===== config.mk =====
export PLATFORM = sky130hd
export DESIGN_NAME = prv32_div_seq
export DESIGN_NICKNAME = d
export VERILOG_FILES = /design/src/rtl/prv32_div_seq.sv
export SDC_FILE = /design/constraint.sdc
export NUM_CORES = 1
export LEC_CHECK = 0
export BUFFER_PORTS_ARGS = -buffer_cell sky130_fd_sc_hd__buf_2
export CORE_ASPECT_RATIO = 1.2
export CORE_UTILIZATION = 30
export DETAILED_ROUTE_END_ITERATION = 6
export GPL_TIMING_DRIVEN = 0
export PLACE_DENSITY = 0.5
export RECOVER_POWER = 100
export SYNTH_ARGS = -nofsm -noshare
export SYNTH_HDL_FRONTEND = slang
export SYNTH_SLANG_ARGS = --single-unit

===== constraint.sdc =====
create_clock -name clk -period 2.3 [get_ports clk]
set_input_delay 0.345 -clock clk [delete_from_list [all_inputs] [get_ports clk]]
set_output_delay 0.345 -clock clk [all_outputs]
set_load 0.01 [all_outputs]

===== src/rtl/prv32_div_seq.sv =====
// Sequential RV32M DIV/DIVU/REM/REMU engine that borrows the core's shared ALU subtractor.
// Optional macro PRV32_DIV_FAST_UNSIGNED_EN: unsigned ops skip the negate/fix states.
module prv32_div_seq #(
  parameter int XLEN = 32,
  parameter int ITER = 32
) (
  input  logic            clk,
  input  logic            rst,
  input  logic            start,
  input  logic [1:0]      op,
  input  logic [XLEN-1:0] rs1,
  input  logic [XLEN-1:0] rs2,
  output logic            busy,
  output logic            done,
  output logic [XLEN-1:0] result,
  output logic            alu_own,
  output logic [XLEN-1:0] alu_a,
  output logic [XLEN-1:0] alu_b,
  output logic [3:0]      alu_alufn,
  input  logic [XLEN-1:0] alu_r,
  input  logic            alu_cf
);

  localparam int CW = $clog2(ITER);
  localparam logic [3:0] FN_SUB = 4'b0001;

  typedef enum logic [2:0] {S_IDLE, S_NEG_A, S_NEG_B, S_DIV, S_FIX, S_DONE} state_t;

  state_t          state, nstate;
  logic [XLEN-1:0] dvd, dvs, quo, rem;
  logic            neg_q, neg_r;
  logic [1:0]      op_q;
  logic [CW-1:0]   cnt;

  logic            sgn_q, take, last, fast_u, fast_end, fix_neg;
  logic [XLEN:0]   s;
  logic [XLEN-1:0] rem_nx, quo_nx;

`ifdef PRV32_DIV_FAST_UNSIGNED_EN
  assign fast_u   = op[0];
  assign fast_end = op_q[0];
`else
  assign fast_u   = 1'b0;
  assign fast_end = 1'b0;
`endif

  assign sgn_q   = ~op_q[0];
  assign s       = {rem, quo[XLEN-1]};
  assign take    = s[XLEN] | alu_cf;
  // s[XLEN] is consumed by take in the same cycle, so the stored remainder needs only XLEN bits
  assign rem_nx  = take ? alu_r : s[XLEN-1:0];
  assign quo_nx  = {quo[XLEN-2:0], take};
  assign last    = (cnt == CW'(ITER-1));
  assign fix_neg = op_q[1] ? neg_r : neg_q;
  assign alu_own = busy;
  assign done    = (state == S_DONE);

  always_ff @(posedge clk) begin
    if (rst) state <= S_IDLE;
    else     state <= nstate;
  end

  always_comb begin
    nstate    = state;
    busy      = 1'b0;
    alu_a     = '0;
    alu_b     = '0;
    alu_alufn = 4'b0000;
    case (state)
      S_IDLE, S_DONE: begin
        if (!start)         nstate = S_IDLE;
        else if (rs2 == '0) nstate = S_DONE;
        else if (fast_u)    nstate = S_DIV;
        else                nstate = S_NEG_A;
      end
      S_NEG_A: begin
        busy = 1'b1; alu_alufn = FN_SUB; alu_b = dvd;
        nstate = S_NEG_B;
      end
      S_NEG_B: begin
        busy = 1'b1; alu_alufn = FN_SUB; alu_b = dvs;
        nstate = S_DIV;
      end
      S_DIV: begin
        busy = 1'b1; alu_alufn = FN_SUB;
        alu_a = s[XLEN-1:0]; alu_b = dvs;
        if (last) nstate = fast_end ? S_DONE : S_FIX;
      end
      S_FIX: begin
        busy = 1'b1; alu_alufn = FN_SUB;
        alu_b = op_q[1] ? rem : quo;
        nstate = S_DONE;
      end
      default: nstate = S_IDLE;
    endcase
  end

  always_ff @(posedge clk) begin
    if (rst) begin
      dvd <= '0; dvs <= '0; quo <= '0; rem <= '0; cnt <= '0;
      neg_q <= 1'b0; neg_r <= 1'b0; op_q <= 2'b00; result <= '0;
    end else begin
      case (state)
        S_IDLE, S_DONE: if (start) begin
          op_q  <= op;
          dvd   <= rs1;
          dvs   <= rs2;
          quo   <= rs1;
          rem   <= '0;
          cnt   <= '0;
          neg_q <= ~op[0] & (rs1[XLEN-1] ^ rs2[XLEN-1]);
          neg_r <= ~op[0] & rs1[XLEN-1];
          if (rs2 == '0) result <= op[1] ? rs1 : '1;
        end
        S_NEG_A: if (sgn_q && dvd[XLEN-1]) dvd <= alu_r;
        S_NEG_B: begin
          if (sgn_q && dvs[XLEN-1]) dvs <= alu_r;
          quo <= dvd;
          rem <= '0;
          cnt <= '0;
        end
        S_DIV: begin
          rem <= rem_nx;
          quo <= quo_nx;
          cnt <= cnt + 1'b1;
          if (fast_end && last) result <= op_q[1] ? rem_nx : quo_nx;
        end
        S_FIX: result <= fix_neg ? alu_r : alu_b;
        default: ;
      endcase
    end
  end

endmodule

### Yosys cells after proc, flatten, opt, wreduce, memory -nomap -nowiden

Index checks and enable logic that the tools add are counted.

* register bits after elaboration: 172
* bits of input ports: 102
* output and inout port bits: 103
* word-level logic and storage cells: 71

* $add $sub $neg: 1
* eq/ne operators: 11
* muxes and demuxes: 27
* bitwise gates (word level): 6
* reductions and logical operators: 16

Operator list (number)
* $mux 32: 12
* $pmux 32 s3: 3
* $pmux 32 s2: 3
* $logic_not 32->1: 1
* $pmux 3 s5: 1
* $pmux 5 s3: 1
* $ne 2x2->1 const B: 5
* $mux 3: 3
* $reduce_and 3->1: 3
* $eq 3x2->1 const B: 2
* $eq 3x3->1 const B: 2
* $reduce_bool 2->1: 3
* $add 5x1->5 const B: 1
* $eq 5x5->1 const B: 1
* $mux 5: 1
* $reduce_and 2->1: 2
* $reduce_or 2->1: 2
* $reduce_or 4->1: 1
* $eq 3x1->1 const B: 1
* $logic_not 3->1: 1
* $mux 1: 3
* $reduce_bool 3->1: 1
* $and 1x1->1: 2
* $logic_and 1x1->1: 2
* 3 further kinds: 4

### Logic depth before layout (Yosys ltp)

Gate-level depths: netlist of the first run.

* depth after elaboration: 5
* mapped depth: 8

### Worst setup path after synthesis of the first run

OpenSTA, ideal clock, no wires.

* path kind: register -> register
* from: reg state[1]
* to: reg result[21]
* arrival: 1.770 ns
* data required time: 2.179 ns
* setup slack: 0.409 ns
* cell stages (with the launch flop): 7
* buffers on the path: 2
* clock period less this slack: 1.891 ns
* cells stage by stage: dfxtp_1 buf_2 nor2b_1 nand2_1 o31ai_4 buf_2 mux2_2

* word-level cells in the longest chain between the ends: 5
* elaborated cells between the ends (all ways): 15
* classes of those cells: 7 x eq/ne; 3 x mux; 5 x reduce/logical

Ends and longest elaborated chain
* start, declared: line 29 `state_t state, nstate;`
* start signal, assigned: line 60 `else state <= nstate;`
* $eq 3x2->1 (on tied branches): line 69, 103
* $reduce_or 2->1 (no source line)
* $pmux 32 s3: line 69 `case (state)`
* $mux 32: line 128 `S_FIX: result <= fix_neg ? alu_r : alu_b;`
* $pmux 32 s2: line 103 `case (state)`
* end signal, assigned: line 113 `if (rs2 == '0) result <= op[1] ? rs1 : '1;`
* end signal, assigned: line 126 `if (fast_end && last) result <= op_q[1] ? rem_nx : quo_nx;`
* end signal, assigned: line 128
* end, declared: line 15 `output logic [XLEN-1:0] result,`

Several ways; a longest one is shown, not always the timed one.
A chain may end at the register's enable or synchronous reset.

### Worst setup path in the final report of the first run

* from: reg state[0]
* to: reg quo[3]

* word-level cells in the longest chain between the ends: 4
* elaborated cells between the ends (all ways): 9
* classes of those cells: 4 x eq/ne; 1 x mux; 4 x reduce/logical

Ends and longest elaborated chain
* $eq 3x3->1 / $logic_not 3->1 (equally long branches): line 103
* $reduce_or 2->1: line 103
* $ne 2x2->1 (no source line) / $reduce_bool 3->1 (equally long branches)
* $reduce_and 2->1 (no source line)
* end signal, assigned: line 108 `quo <= rs1;`
* end signal, assigned: line 118 `quo <= dvd;`
* end signal, assigned: line 124 `quo <= quo_nx;`
* end, declared: line 30 `logic [XLEN-1:0] dvd, dvs, quo, rem;`

Several ways; a longest one is shown, not always the timed one.

==> results.json, run 1 <==
{
  "status": "finished, violations left",
  "violations": "design-rule violations, negative setup slack",
  "stdcell_area_um2": 13000,
  "tightest_slew_ns": 0.991,
  "clockBufferDepth": 2,
  "ant_nets": 0,
  "max-slew-margin-rel_pct": 33.9,
  "grt_pass1_vias": 9954,
  "cts_tree": "yes",
  "finalWirelength_um": 45400,
  "path_max_fanout": 10,
  "finalNetCount": 1503,
  "final_hold_viol_count": 0,
  "synth_edf_count": 0,
  "crit_buf_inv": 3,
  "start_util_pct": 30.7,
  "core-area_um2": 32500,
  "via_per_inst": 5.60,
  "min_path_type": "in2reg",
  "hpwl_um": 32100,
  "swShare_pct": 33.5,
  "io_buffers": 200,
  "slowest_stage": "buf_1",
  "htreeDepth": 4,
  "cap_violations": 0,
  "drt_pre_antenna_iters": 7,
  "critPathTopFamily": "buffers and inverters",
  "syn_area_per_cell_um2": 8.63,
  "die_area_um2": 34100,
  "place_inst": 1804,
  "die_w_um": 169,
  "gp_congestion": 0.876,
  "cts_buffers": 17,
  "leakage_nw": 5.16,
  "area_growth_pct": 29.6,
  "rows": 72,
  "root_buffer": "clkbuf_16",
  "slew_violations": 0,
  "post_dp_cell_area_um2": 11600,
  "synth_seq_cells": 172,
  "insertion_delay_ns": 0.45,
  "grt_usage_pct": 25.9,
  "vias": 10400,
  "cp.arrival_ns": 2.64,
  "synth_area_um2": 10000,
  "endpoint_kind": "register",
  "grt_overflow_total": 0,
  "pwr-share-comb_pct": 24.9,
  "clkPwrFrac_pct": 35.5,
  "antenna_found_initial": 1,
  "worstPathRequired_ns": 2.63,
  "max_freq_ghz": 0.434,
  "drc": 1,
  "cp_common_cell": "buf_1",
  "p_switching_mw": 2.87,
  "setup_violations": 1,
  "critPathMaxStageDelay_ns": 0.56,
  "path_cells": "buf_12, buf_1, buf_1, a211oi_1, a311oi_1",
  "seqPwrFrac_pct": 39.6,
  "path_clk_slew_ns": 0.08,
  "dr.first_iter.drc_count": 1002,
  "ys_seq_area_share_pct": 34.4,
  "start_kind": "register",
  "io-pin-count": 205,
  "wl_per_cell_um": 24.4,
  "power-per-cell-area_nw_per_um2": 660,
  "yosysWarnings": 0,
  "setup_slack_ns": -0.00628,
  "grt_max_degree": 17,
  "min_period_ns": 2.31,
  "clock-sinks": 172,
  "p_int_mw": 5.69,
  "peakVddDrop_uv": 473,
  "drive_gt1_share_pct": 33.8,
  "finalPower_mw": 8.56,
  "ys_types": 44,
  "ys_async_sr_fraction_pct": 0,
  "rsz0062_at_grt": "yes",
  "synth_ff_type": "dfxtp_1",
  "fin_crit_sh_pct": 100,
  "grt_pass1_wl_um": 65000,
  "fin_skew_ns": 0.0160,
  "critical_path_class": "reg2reg",
  "postSynthCellCount": 1158,
  "die_height_um": 202,
  "stdcell_count": 1857
}
-- worst paths after layout --
kind,startpoint,end,slack (ns),cells past startpoint
setup / recovery,state[0]$_SDFFE_PP0P_,quo[3]$_SDFFE_PP0P_,-0.006,5
hold / removal,rs1[1],quo[1]$_SDFFE_PP0P_,0.20,3
setup reg to reg,state[0]$_SDFFE_PP0P_,quo[3]$_SDFFE_PP0P_,-0.006,5
hold reg to reg,result[29]$_SDFFE_PP0P_,result[29]$_SDFFE_PP0P_,0.49,2
-- state kept, by name, indices dropped and copies added, names as in the netlist --
register and count:
cnt 5, dvd 32, dvs 32, neg_q 1, neg_r 1, op_q 2, quo 32, rem 32
result 32, state 3
-- worst reg2reg max path, cell delays in order (launching register included) --
cell,delay [ns]
dfxtp_4,0.44
buf_12,0.15
buf_1,0.49
buf_1,0.56
a211oi_1,0.18
a311oi_1,0.37
-- cell type report --
| class | count | area, um^2 |
|---|---|---|
| Clock buffer | 19 | 453 |
| Tap cell | 444 | 556 |
| Buffer | 126 | 860 |
| Antenna cell | 1 | 2.50 |
| Fill cell | 3406 | 19600 |
| Clock inverter | 13 | 140 |
| Sequential cell | 172 | 3450 |
| Inverter | 4 | 15.0 |
| Multi-Input combinational cell | 856 | 6260 |
| Timing Repair Buffer | 222 | 1220 |
-- stage by stage --
stage / setup WS (ns) / util, % / hold slack [ns] / TNS [ns]
global placement: -0.960 / 35.6 / 0.445 / -53.74
global route: -0.0421 / 39.9 / 0.209 / -0.0613
detailed placement: -0.917 / 35.6 / 0.449 / -53.51
floorplan: 0.409 / - / 0.431 / 0
finish: -0.00628 / 39.9 / 0.198 / -0.00628
CTS: -0.0248 / 39.2 / 0.184 / -0.0344
-- cell usage after synthesis, types with 4 or more instances --
| library cell | instances | share of area (%) |
|---|---|---|
| a211oi_1 | 72 | 5.4 |
| nor3_1 | 65 | 3.3 |
| clkbuf_1 | 85 | 3.2 |
| dfxtp_1 | 172 | 34 |
| a311oi_1 | 31 | 2.7 |
| nand2b_1 | 4 | 0.25 |
| nor2_1 | 107 | 4.0 |
| buf_4 | 9 | 0.68 |
| a2111oi_0 | 31 | 2.7 |
| nor2b_1 | 67 | 4.2 |
| mux2_2 | 93 | 10 |
| buf_1 | 7 | 0.26 |
| nor4_1 | 9 | 0.56 |
| a211oi_2 | 28 | 3.5 |
| mux2i_1 | 67 | 6.7 |
| a22oi_1 | 64 | 4.8 |
| o21ai_0 | 34 | 1.7 |
| inv_1 | 4 | 0.15 |
| nand2_1 | 106 | 4.0 |
| buf_2 | 24 | 1.2 |
| a21oi_1 | 10 | 0.50 |
| and3_1 | 36 | 2.3 |
-- layout by cell type (no fill, tap or decap), types with 5 or more instances in the layout --
cell / netlist / final
a211oi_1: 72 / 72
buf_12: 0 / 7
o21ai_2: 0 / 7
nor4_1: 9 / 8
o21ai_0: 34 / 10
clkbuf_16: 0 / 25
buf_6: 3 / 10
and3_1: 36 / 36
mux2i_1: 67 / 66
a21oi_1: 10 / 9
nand2_1: 106 / 105
nor3_1: 65 / 65
buf_2: 24 / 186
clkbuf_4: 0 / 5
a211oi_2: 28 / 28
a311oi_1: 31 / 31
o21ai_1: 0 / 17
mux2_2: 93 / 92
clkbuf_8: 0 / 6
a22oi_1: 64 / 33
a2111oi_0: 31 / 27
nor2b_1: 67 / 64
nor2_1: 107 / 106
clkbuf_2: 0 / 20
buf_4: 9 / 24
a22oi_2: 0 / 31
clkbuf_1: 85 / 79
dfxtp_1: 172 / 169
-- repair_timing --
item	4_1_cts	5_1_grt
cloned	2	5
resized for setup	142	70
hold endpoints to repair	0	0
endpoints found under the setup margin	184	129
pin swaps	8	16
setup buffers	10	7
hold buffers	0	0
-- routing by layer --
layer  track usage, %  routed length [um]  up-vias
met3             3.94                2880       85
met5                0                   0        -
met1             32.9               18800     5073
met2             43.1               22000      478
met4             12.1                1650        0
li1                 -                   -     4768
-- cells by family (layout without fill, tap and decap cells) --
| group | after synthesis | in the layout | synth area share, % |
|---|---|---|---|
| AND/OR/NAND/NOR | 409 | 409 | 19.6 |
| other | 1 | 4 | 0.0375 |
| XOR/XNOR | 4 | 4 | 0.426 |
| AO/OA/AOI/OAI | 278 | 278 | 22.3 |
| buffers and inverters | 132 | 384 | 5.82 |
| multiplexers | 160 | 160 | 17.2 |
| flip-flops | 172 | 172 | 34.4 |
| adder cells (fa/ha/maj) | 2 | 2 | 0.250 |
-- power groups by stage --
stage	combinational (mW)	clock, mW	sequential (mW)
2_1_floorplan	1.19	0	3.38
3_3_place_gp	1.88	0	3.43
3_5_place_dp	1.89	0	3.43
4_1_cts	2.03	3.05	3.38
5_1_grt	2.27	3.15	3.41
6_report	2.13	3.04	3.39
Note: power is estimated with default switching activity, not from simulation.
==> run 2: changes to the inputs <==
--- a/config.mk
+++ b/config.mk
@@ -6,11 +6,14 @@
 export NUM_CORES = 1
 export LEC_CHECK = 0
 export BUFFER_PORTS_ARGS = -buffer_cell sky130_fd_sc_hd__buf_2
+export CELL_PAD_IN_SITES_DETAIL_PLACEMENT = 0
+export CELL_PAD_IN_SITES_GLOBAL_PLACEMENT = 1
 export CORE_ASPECT_RATIO = 1.2
 export CORE_UTILIZATION = 30
 export DETAILED_ROUTE_END_ITERATION = 6
 export GPL_TIMING_DRIVEN = 0
-export PLACE_DENSITY = 0.5
+export MAX_ROUTING_LAYER = met4
+export PLACE_DENSITY = 0.63
 export RECOVER_POWER = 100
 export SYNTH_ARGS = -nofsm -noshare
 export SYNTH_HDL_FRONTEND = slang
==> constraint.sdc (replaced) <==
create_clock -name clk -period 2.3 [get_ports clk]
set_input_delay 0.345 -clock clk [delete_from_list [all_inputs] [get_ports clk]]
set_output_delay 0.345 -clock clk [all_outputs]
set_load 0.1 [all_outputs]
==> run 2 against run 1 <==
  * The run ends with negative setup slack left
  * Design area increased by 15%
  * Fmax is 3.0% lower
  * Hold slack worse by 0.016 ns
  * Clock skew down 0.00080 ns
  * Sequential cell count stayed put
  * Highest routed layer unchanged
  * Via count is 0.55% higher
  * Critical endpoint is now alu_b[0]
  * Largest cell class unchanged
==> results.json, run 2 (same netlist as run 1, synthesis figures left out) <==
{
  "status": "finished, violations left",
  "violations": "negative setup slack",
  "max-slew-margin-rel_pct": 21.1,
  "reg2reg_from": "state[2]$_SDFFE_PP0P_",
  "critical_path_class": "reg2out",
  "hold_path.startpoint": "op[0]",
  "grt_usage_pct": 27.9,
  "regArea_um2": 3450,
  "min_path_type": "in2reg",
  "finalNetCount": 1525,
  "cap_violations": 0,
  "wl_per_cell_um": 25.0,
  "max_freq_ghz": 0.421,
  "die_area_um2": 34100,
  "cp.arrival_ns": 2.03,
  "gp_congestion": 0.859,
  "power-per-cell-area_nw_per_um2": 645,
  "grt_overflow_total": 0,
  "cts_buffers": 17,
  "clockBufferDepth": 2,
  "io_buffers": 200,
  "rows": 72,
  "endpoint_kind": "output pin",
  "insertion_delay_ns": 0.45,
  "final_hold_viol_count": 0,
  "hpwl_um": 33000,
  "min_period_ns": 2.38,
  "leakage_nw": 5.61,
  "htreeDepth": 4,
  "hold_depth": 3,
  "rr_endpoint": "rem[10]$_SDFFE_PP0P_",
  "grt_pass1_wl_um": 68400,
  "tightest_slew_ns": 1.19,
  "vias": 10500,
  "die_height_um": 202,
  "grt_pass1_vias": 10400,
  "slew_violations": 0,
  "die_w_um": 169,
  "cts_hold_buf": 0,
  "clock-sinks": 172,
  "worstPathRequired_ns": 1.96,
  "setup_violations": 9,
  "start_util_pct": 30.7,
  "drc": 0,
  "peakVddDrop_uv": 411,
  "dp_slack_ns": -1.12,
  "setup_slack_ns": -0.0776,
  "start_kind": "register",
  "io-pin-count": 205,
  "fin_crit_sh_pct": 103,
  "fin_skew_ns": 0.0152,
  "drt_pre_antenna_iters": 5,
  "insertedDiodeCount": 0,
  "layout_commonest_cell": "dfxtp_1",
  "dr.first_iter.drc_count": 792,
  "r2r_cells": 7,
  "grt_max_degree": 17,
  "path_clk_slew_ns": 0.07,
  "finalPower_mw": 9.58,
  "drive_gt1_share_pct": 39.9,
  "ff2ff_setup_slack_ns": 0,
  "root_buffer": "clkbuf_16",
  "finalWirelength_um": 47000,
  "antenna_found_initial": 0,
  "multiInputGateArea_um2": 6790,
  "whs_endpoint": "op_q[0]$_SDFFE_PP0P_",
  "path_max_fanout": 6,
  "fillers": 3192,
  "ant_nets": 0,
  "cts_tree": "yes",
  "final_cell_mix": "dfxtp_1, buf_2, nor2_1",
  "core-area_um2": 32500,
  "area_growth_pct": 48.6,
  "rsz0062_at_grt": "yes",
  "via_per_inst": 5.57
}
## run 2: cell types whose count changed in the layout (fill, tap and decap cells not counted), sizes merged
cell	previous run	this run
clkbuf	135	132
buf	232	257
diode	1	0
clkinvlp	4	1
bufinv	2	4
clkinv	5	6
## run 2: worst max path at each step
| stage | slack (ns) | start | to |
|---|---|---|---|
| after detailed placement | -1.12 | state[1]$_SDFFE_PP0P_ | alu_b[18] |
| after global placement | -1.16 | state[1]$_SDFFE_PP0P_ | alu_b[18] |
| after CTS | -0.12 | state[2]$_SDFFE_PP0P_ | alu_b[0] |
| after global routing | -0.1 | state[1]$_SDFFE_PP0P_ | alu_b[0] |
| final | -0.08 | state[2]$_SDFFE_PP0P_ | alu_b[0] |
| after floorplan | -0.02 | state[0]$_SDFFE_PP0P_ | alu_b[0] |
## run 2: power breakdown
group,internal (mW),switching (mW)
Clock,1.86,1.38
Sequential,3.20,0.190
Combinational,1.11,1.83
## run 2: critical path, stage by stage (launching register included)
cell and delay [ns]:
dfxtp_2 0.34, buf_6 0.13, buf_6 0.11, nor2b_4 0.12
buf_12 0.14, clkbuf_16 0.16, a22oi_2 0.13, o21ai_4 0.23
buf_12 0.21
## run 2: timing repair
action                     in CTS  in global routing
pin swaps                      17                 25
gates cloned                    4                  7
setup endpoints to repair     183                166
gates resized for setup       398                130
buffers inserted               17                 17
## run 2: stage by stage
step / cell area, um^2 / hold WS, ns / instances / setup TNS, ns / utilization (%)
finish: 14900 / 0.182 / 1878 / -0.133 / 45.7
global placement: 11900 / 0.442 / 1804 / -72.27 / 36.7
CTS: 14300 / 0.169 / 1857 / -1.65 / 44.1
detailed placement: 12000 / 0.450 / 1805 / -70.09 / 36.8
floorplan: 10400 / 0.431 / 1160 / -0.0633 / -
global route: 14900 / 0.192 / 1878 / -0.829 / 45.7
## run 2: final cells by class
| cell class | instances | share of cell area (%) |
|---|---|---|
| flip-flops and latches | 172 | 23.2 |
| inverters | 4 | 0.101 |
| plain buffers | 127 | 6.76 |
| multi-input cells | 856 | 45.7 |
| clock buffers | 19 | 2.98 |
| well taps | 444 | 3.74 |
| clock inverters | 13 | 1.28 |
| repair buffers | 243 | 16.2 |
## run 2: routing by layer
metal / track usage [%] / part of all wire [%] / wire (um)
met2: 46.0 / 49 / 22800
met3: 3.04 / 5.4 / 2560
met5: - / 0 / 0
met4: 9.97 / 3.0 / 1410
met1: 35.3 / 43 / 20200
